[src/rtl/npu_cmd_arbiter.sv]
// Round-robin sequencer for the shared NPU engine between the core handshake and a host command port.
// Optional perf counters are enabled with `define NPU_CTRL_PERF_EN.
module npu_cmd_arbiter #(
  parameter int TIMEOUT_CYCLES = 4096,
  parameter int CNT_W          = 16,
  parameter int PERF_W         = 32
) (
  input  logic              clk,
  input  logic              rst_n,
  input  logic              cpu_start_matrix_mul,
  input  logic              cpu_start_conv,
  output logic              cpu_npu_done,
  input  logic              host_req,
  input  logic [1:0]        host_op,
  output logic              host_gnt,
  output logic              host_done,
  output logic              eng_start,
  output logic [1:0]        eng_op,
  output logic              eng_abort,
  input  logic              eng_done,
  output logic              err_timeout,
  input  logic              err_clr,
  output logic              busy
`ifdef NPU_CTRL_PERF_EN
  ,
  input  logic              perf_clr,
  output logic [PERF_W-1:0] perf_busy_cycles,
  output logic [PERF_W-1:0] perf_ops
`endif
);

  typedef enum logic [1:0] {S_IDLE, S_ISSUE, S_WAIT, S_DONE} state_t;

  localparam logic            WIN_CORE = 1'b0;
  localparam logic            WIN_HOST = 1'b1;
  localparam logic            TO_EN    = (TIMEOUT_CYCLES != 0);
  localparam logic [CNT_W-1:0] TO_LAST = CNT_W'(TIMEOUT_CYCLES - 1);

  // Elaboration-time sanity: degenerate widths leave an empty marker block.
  if (CNT_W < 1 || PERF_W < 1) begin : g_bad_width
  end

  state_t           r_state, w_nxt;
  logic [1:0]       r_op;
  logic             r_winner;
  logic             r_last;
  logic [CNT_W-1:0] r_cnt;
  logic             r_err;

  logic       w_core_req;
  logic [1:0] w_core_op;
  logic       w_host_vld;
  logic       w_pick_host;
  logic       w_grant;
  logic       w_timeout;

  // Matmul has priority over conv when the core raises both.
  assign w_core_req  = cpu_start_matrix_mul | cpu_start_conv;
  assign w_core_op   = cpu_start_matrix_mul ? 2'b01 : 2'b10;
  assign w_host_vld  = (host_op == 2'b01) || (host_op == 2'b10);
  assign w_pick_host = host_req && (!w_core_req || (r_last == WIN_CORE));
  assign w_grant     = (r_state == S_IDLE) && (w_core_req || host_req);
  assign w_timeout   = TO_EN && (r_state == S_WAIT) && (r_cnt == TO_LAST) && !eng_done;

  assign busy        = (r_state != S_IDLE);
  assign eng_op      = busy ? r_op : 2'b00;
  assign err_timeout = r_err;

  always_comb begin
    w_nxt        = r_state;
    host_gnt     = 1'b0;
    host_done    = 1'b0;
    cpu_npu_done = 1'b0;
    eng_start    = 1'b0;
    eng_abort    = 1'b0;
    case (r_state)
      S_IDLE: begin
        if (w_grant) begin
          host_gnt = w_pick_host;
          // Invalid host ops skip the engine entirely but still get a done pulse.
          w_nxt    = (w_pick_host && !w_host_vld) ? S_DONE : S_ISSUE;
        end
      end
      S_ISSUE: begin
        eng_start = 1'b1;
        w_nxt     = S_WAIT;
      end
      S_WAIT: begin
        if (eng_done) begin
          w_nxt = S_DONE;
        end else if (w_timeout) begin
          eng_abort = 1'b1;
          w_nxt     = S_DONE;
        end
      end
      S_DONE: begin
        host_done    = (r_winner == WIN_HOST);
        cpu_npu_done = (r_winner == WIN_CORE);
        w_nxt        = S_IDLE;
      end
      default: w_nxt = S_IDLE;
    endcase
  end

  always_ff @(posedge clk or negedge rst_n) begin
    if (!rst_n) r_state <= S_IDLE;
    else        r_state <= w_nxt;
  end

  always_ff @(posedge clk or negedge rst_n) begin
    if (!rst_n) begin
      r_op     <= 2'b00;
      r_winner <= WIN_CORE;
      r_last   <= WIN_HOST;
      r_cnt    <= '0;
    end else begin
      if (w_grant) begin
        r_winner <= w_pick_host;
        if (!w_pick_host)    r_op <= w_core_op;
        else if (w_host_vld) r_op <= host_op;
        else                 r_op <= 2'b00;
      end
      if (r_state == S_ISSUE)     r_cnt <= '0;
      else if (r_state == S_WAIT) r_cnt <= r_cnt + CNT_W'(1);
      if (r_state == S_DONE)      r_last <= r_winner;
    end
  end

  // A timeout in the same cycle as a clear keeps the flag set.
  always_ff @(posedge clk or negedge rst_n) begin
    if (!rst_n)         r_err <= 1'b0;
    else if (w_timeout) r_err <= 1'b1;
    else if (err_clr)   r_err <= 1'b0;
  end

`ifdef NPU_CTRL_PERF_EN
  logic [PERF_W-1:0] r_perf_busy;
  logic [PERF_W-1:0] r_perf_ops;

  assign perf_busy_cycles = r_perf_busy;
  assign perf_ops         = r_perf_ops;

  // Invalid ops are latched as 00, so a nonzero op marks real engine work.
  always_ff @(posedge clk or negedge rst_n) begin
    if (!rst_n) begin
      r_perf_busy <= '0;
      r_perf_ops  <= '0;
    end else if (perf_clr) begin
      r_perf_busy <= '0;
      r_perf_ops  <= '0;
    end else begin
      if (busy && !(&r_perf_busy))
        r_perf_busy <= r_perf_busy + PERF_W'(1);
      if ((r_state == S_DONE) && (r_op != 2'b00) && !(&r_perf_ops))
        r_perf_ops <= r_perf_ops + PERF_W'(1);
    end
  end
`endif

endmodule
[config.mk]
export PLATFORM = sky130hd
export DESIGN_NAME = npu_cmd_arbiter
export DESIGN_NICKNAME = d
export VERILOG_FILES = /design/src/rtl/npu_cmd_arbiter.sv
export SDC_FILE = /design/constraint.sdc
export NUM_CORES = 1
export LEC_CHECK = 0
export ABC_AREA = 1
export ABC_CLOCK_PERIOD_IN_PS = 4300
export CORE_MARGIN = 4
export CORE_UTILIZATION = 60
export CTS_BUF_LIST = sky130_fd_sc_hd__clkbuf_2 sky130_fd_sc_hd__clkbuf_4 sky130_fd_sc_hd__clkbuf_8
export DETAILED_ROUTE_END_ITERATION = 10
export GPL_TIMING_DRIVEN = 0
export HOLD_SLACK_MARGIN = 0.03
export PLACE_DENSITY = 0.95
export SKIP_LAST_GASP = 1
export SLEW_MARGIN = 20
export SYNTH_ARGS = -nofsm -noshare
export SYNTH_HDL_FRONTEND = slang
export SYNTH_SLANG_ARGS = --single-unit
[constraint.sdc]
create_clock -name clk -period 4.3 [get_ports clk]
set_input_delay 0.86 -clock clk [delete_from_list [all_inputs] [get_ports clk]]
set_output_delay 0.86 -clock clk [all_outputs]
set_load 0.005 [all_outputs]
# Word-level counts from Yosys, hierarchy flattened
# Index checks and enable logic that the tools add are counted.
# Widths: inputs -> output; s select.
# op_classes
eq_ne	8
add_sub_neg	1
n_reduce_logical	16
bitwise_logic	3
mux	21
# op_table
cell	n
$mux 16	2
$add 16x1->16 const B	1
$eq 16x12->1 const B	1
$mux 2	8
$mux 1	10
$pmux 2 s4	1
$eq 2x2->1 const B	3
$reduce_bool 2->1	3
$logic_and 1x1->1	5
$eq 2x1->1 const B	2
$logic_not 1->1	3
$logic_or 1x1->1	3
$ne 3x3->1 const B	1
$logic_not 2->1	1
$ne 2x2->1 const B	1
$not 1->1	2
$reduce_and 2->1	1
$or 1x1->1	1
# totals
reg_bits	23
out_inout_bits	9
word_cells	55

# Longest topological paths before layout
# depth
ltp_word	8
depth_mapped	10
depth_no_buf	9

# Worst setup path before layout
# Ideal clock, no wire load.
# synth_timing
path_kind	input-to-output
startpoint	input port cpu_start_conv
endpoint	output port host_gnt
path_slack_ps	2092
t_required_ps	3440
arrival_time_ps	1348
stages	3
cell_sequence	o21ai_0 -> nand2_1 -> nor2_1
# synth_via
elab_chain_len	6
elab_cells_between_ends	8
# synth_rtl
element	line	rtl
start: declaration	11	input logic cpu_start_conv,
$or 1x1->1 (*)	58	assign w_core_req = cpu_start_matrix_mul | cpu_start_conv;
$logic_not 1->1	61	assign w_pick_host = host_req && (!w_core_req || (r_last == WIN_CORE));
$logic_or 1x1->1	61	
$logic_and 1x1->1	61	
$mux 1 (*)	78	if (w_grant) begin
$mux 1 (*)	76	case (r_state)
end: declaration	15	output logic host_gnt,
# Mark *: on every way between the ends. The rest lies on a longest branch, timed or not.

# Worst setup path in the final report
# Ends and elaborated chain as after synthesis.

==> results by group <==
Detailed routing
  – Via Count: 1,263
  – Vias/cell: 5.24
  – DR DRC count: 0
  – First-pass DRT Iterations: 4
  – Drt wl/cell: 11.8 um
  – Final WL: 2.84 mm
  – Initial drt markers: 56
  – Detail Route Antenna Nets: 0

Final layout
  – Area growth syn-to-layout: 16.2%
  – Final core occ: 0.733
  – Design area: 1640 sq um
  – Final cell count without fillers: 241
  – Final net count: 230
  – Inserted Diodes: 0
  – Layout cells sized above 1: 0.0892
  – Fillers: 177

Worst setup path
  – Cell chain of the critical path: clkdlybuf4s50_1, o21ai_0, nand2_1, nor2_1, clkdlybuf4s50_1
  – CP Class: input pin to output port
  – Crit path largest cell delay: 0.53 ns
  – CP Data Required Time: 3.44 ns
  – Max FO, Critical Path: 3
  – WP data arrival: 2.47 ns
  – Crit start category: input pin
  – CP endpoint kind: output port
  – CP top delay family: buffers and inverters
  – CP max-delay cell: clkdlybuf4s50_1
  – CP dominant cell by count: clkdlybuf4s50_1
  – Buf+Inv Stages, Crit Path: 2
  – FF-to-FF setup slack: 2.50 ns

Synthesis
  – Cell taking the most area after synthesis: dfrtp_1
  – Post-synth top area share: 0.391
  – Mapped Area: 1410 sq um
  – Seq/Total Area, Yosys: 0.409
  – Mapped Nets: 208
  – EDFF count, synth: 0
  – Yosys reg bits: 23
  – Most frequently used flop master after synthesis: dfrtp_1
  – Synth cell types: 27
  – Largest cells by area after synthesis: dfrtp_1 39%, nand2_1 13%, inv_1 8.8%, nor2_1 7.5%, ha_1 6.2%
  – Syn avg cell area: 7.34 sq um
  – Post-Synthesis Cells: 192
  – Syn. warnings: 0
  – Asr flop ratio synth: 1.00
  – Commonest cells in the synthesized netlist: 47 x nand2_1, 33 x inv_1, 28 x nor2_1
  – Count leader, synth: nand2_1

Floorplan
  – Die W: 56.5 um
  – Row count: 17
  – Die height: 56.5 um
  – Initial Util: 0.631
  – Core ar.: 2230 sq um
  – Die area: 3190 sq um
  – I/O Pins: 18

STA
  – Period minus WS final: 3.33 ns
  – Final period utilization: 0.773
  – Fmax: 0.301 GHz
  – Final hold slack: 0.484 ns
  – Final Hold Vio Count: 0
  – # setup viols final: 0
  – Setup TNS: 0 ns
  – Skew final: 0.00927 ns
  – RSZ-0062 raised after global routing: false
  – Slew margin rel.: 0.661
  – Slack of the critical path: 0.975 ns
  – Pins Over Slew Limit: 0
  – Worst Tran Pin Value: 0.508 ns

Power
  – Pleak: 0.861 nW
  – Pwr Density: 477 nW/um^2
  – Post-layout power: 0.780 mW
  – Peak supply drop: 0.338 mV

Place
  – Placed Instances: 237
  – Pre-CTS setup slack: 1.00 ns
  – Final GP Congestion: 0.848
  – Detailed placement HPWL: 2.23 mm
  – Post-DP Area: 1610 sq um
  – IO buf count: 17

Clocking
  – CTS tree: done
  – Post-CTS Setup Inserts: 0
  – Clock transition at the registers of the reported paths: 0.13 ns
  – Cts repair resizes: 0
  – CTS buffer count: 3
  – CTS H-Tree Depth: 1
  – Worst-skew pair later-pin latency: 0.31 ns
  – CTS sink count: 23
  – Clock Path Buffers: 2
  – Clock Tree Root: clkbuf_4
  – Cts hold-fix bufs: 0

Global routing
  – Initial antenna violation count: 0
  – Aggregate global routing overflow: 0
  – Vias in the first global route: 1,192
  – Pin count of the biggest net entering global routing: 24
  – Total GRT Usage: 0.197
  – Global-route wire length before repair: 5.10 mm

Worst hold path
  – Worst hold path class: flop to flop

Status
  – Status: complete, no violations

Job
  – Max-cap viol count: 0
==> sequential cells by signal (all words and copies together), names as in the netlist <==
name / cells
r_last: 1
r_winner: 1
err_timeout: 1
r_op: 2
r_cnt: 16
r_state: 2
==> power breakdown <==
group          total (mW)  internal, mW  leakage (nW)  switching (mW)
clock network       0.101        0.0347        0.0177          0.0659
registers           0.306         0.267         0.303          0.0390
logic               0.373         0.163         0.540           0.210
==> area by class of cell <==
type                            instances  area [sq um]  share of cell area
Sequential cell                        23           577               0.352
Tap cell                               28          35.0              0.0214
Inverter                               33           124              0.0757
Buffer                                  1          7.51             0.00459
Clock inverter                          1          5.00             0.00306
Clock buffer                            3          22.5              0.0138
Timing Repair Buffer                   17           165               0.101
Multi-Input combinational cell        135           701               0.428
==> metal layers <==
metal  vias to the layer above  part of all wire  track usage
met4                         0            0.0099       0.0508
met5                         -                 0            0
met2                        35              0.49        0.325
li1                        647                 -            -
met3                         4             0.052       0.0207
met1                       577              0.45        0.274
==> cell families (layout without fill, tap and decap cells) <==
kind of cell / after synthesis / after routing / synth area share
and+or+nand+nor: 106 / 106 / 0.337
AOI/OAI and AO/OA: 21 / 21 / 0.0915
adders and majority gates: 7 / 7 / 0.0622
DFF: 23 / 23 / 0.409
buffers and inverters: 34 / 55 / 0.0933
xor gates and xnor gates: 1 / 1 / 0.00622
==> worst paths after layout <==
| kind | startpoint | end | cells past startpoint |
|---|---|---|---|
| max | cpu_start_conv | host_gnt | 5 |
| min | r_last | r_last | 2 |
| max reg2reg | r_state[0] | r_cnt[8] | 8 |
| min reg2reg | r_last | r_last | 2 |
| max in group asynchronous | rst_n | r_last | 1 |
| min in group asynchronous | rst_n | r_state[0] | 1 |
==> placed cells by master, fill, tap and decap left out <==
| cell type | Yosys | final |
|---|---|---|
| and2_2 | 1 | 1 |
| dfstp_2 | 1 | 1 |
| nor3b_2 | 1 | 1 |
| xor2_1 | 1 | 1 |
| nand2_1 | 47 | 47 |
| dfrtp_1 | 22 | 22 |
| clkbuf_4 | 0 | 3 |
| a21boi_0 | 1 | 1 |
| clkdlybuf4s50_1 | 0 | 16 |
| o21ai_0 | 5 | 5 |
| ha_1 | 7 | 7 |
| nor3_1 | 7 | 7 |
| o21a_1 | 2 | 2 |
| nand4_1 | 2 | 2 |
| nand2_2 | 2 | 2 |
| nor2_2 | 4 | 4 |
| or2_2 | 1 | 1 |
| a21oi_1 | 7 | 7 |
| clkinv_2 | 0 | 1 |
| and3_1 | 1 | 1 |
| o22ai_1 | 2 | 2 |
| nand3_2 | 1 | 1 |
| nor2_1 | 28 | 28 |
| inv_1 | 33 | 33 |
| a31oi_1 | 1 | 1 |
| o21bai_1 | 2 | 2 |
| buf_2 | 0 | 1 |
| buf_4 | 1 | 1 |
| a31oi_2 | 1 | 1 |
| nor3_4 | 1 | 1 |
| nand3_1 | 10 | 10 |
==> tightest hold or removal path: stages (launching register included) <==
cell and delay (ns):
dfstp_2 0.40, nand2_1 0.06, nand2_1 0.04
Note: power is estimated with default switching activity, not from simulation.
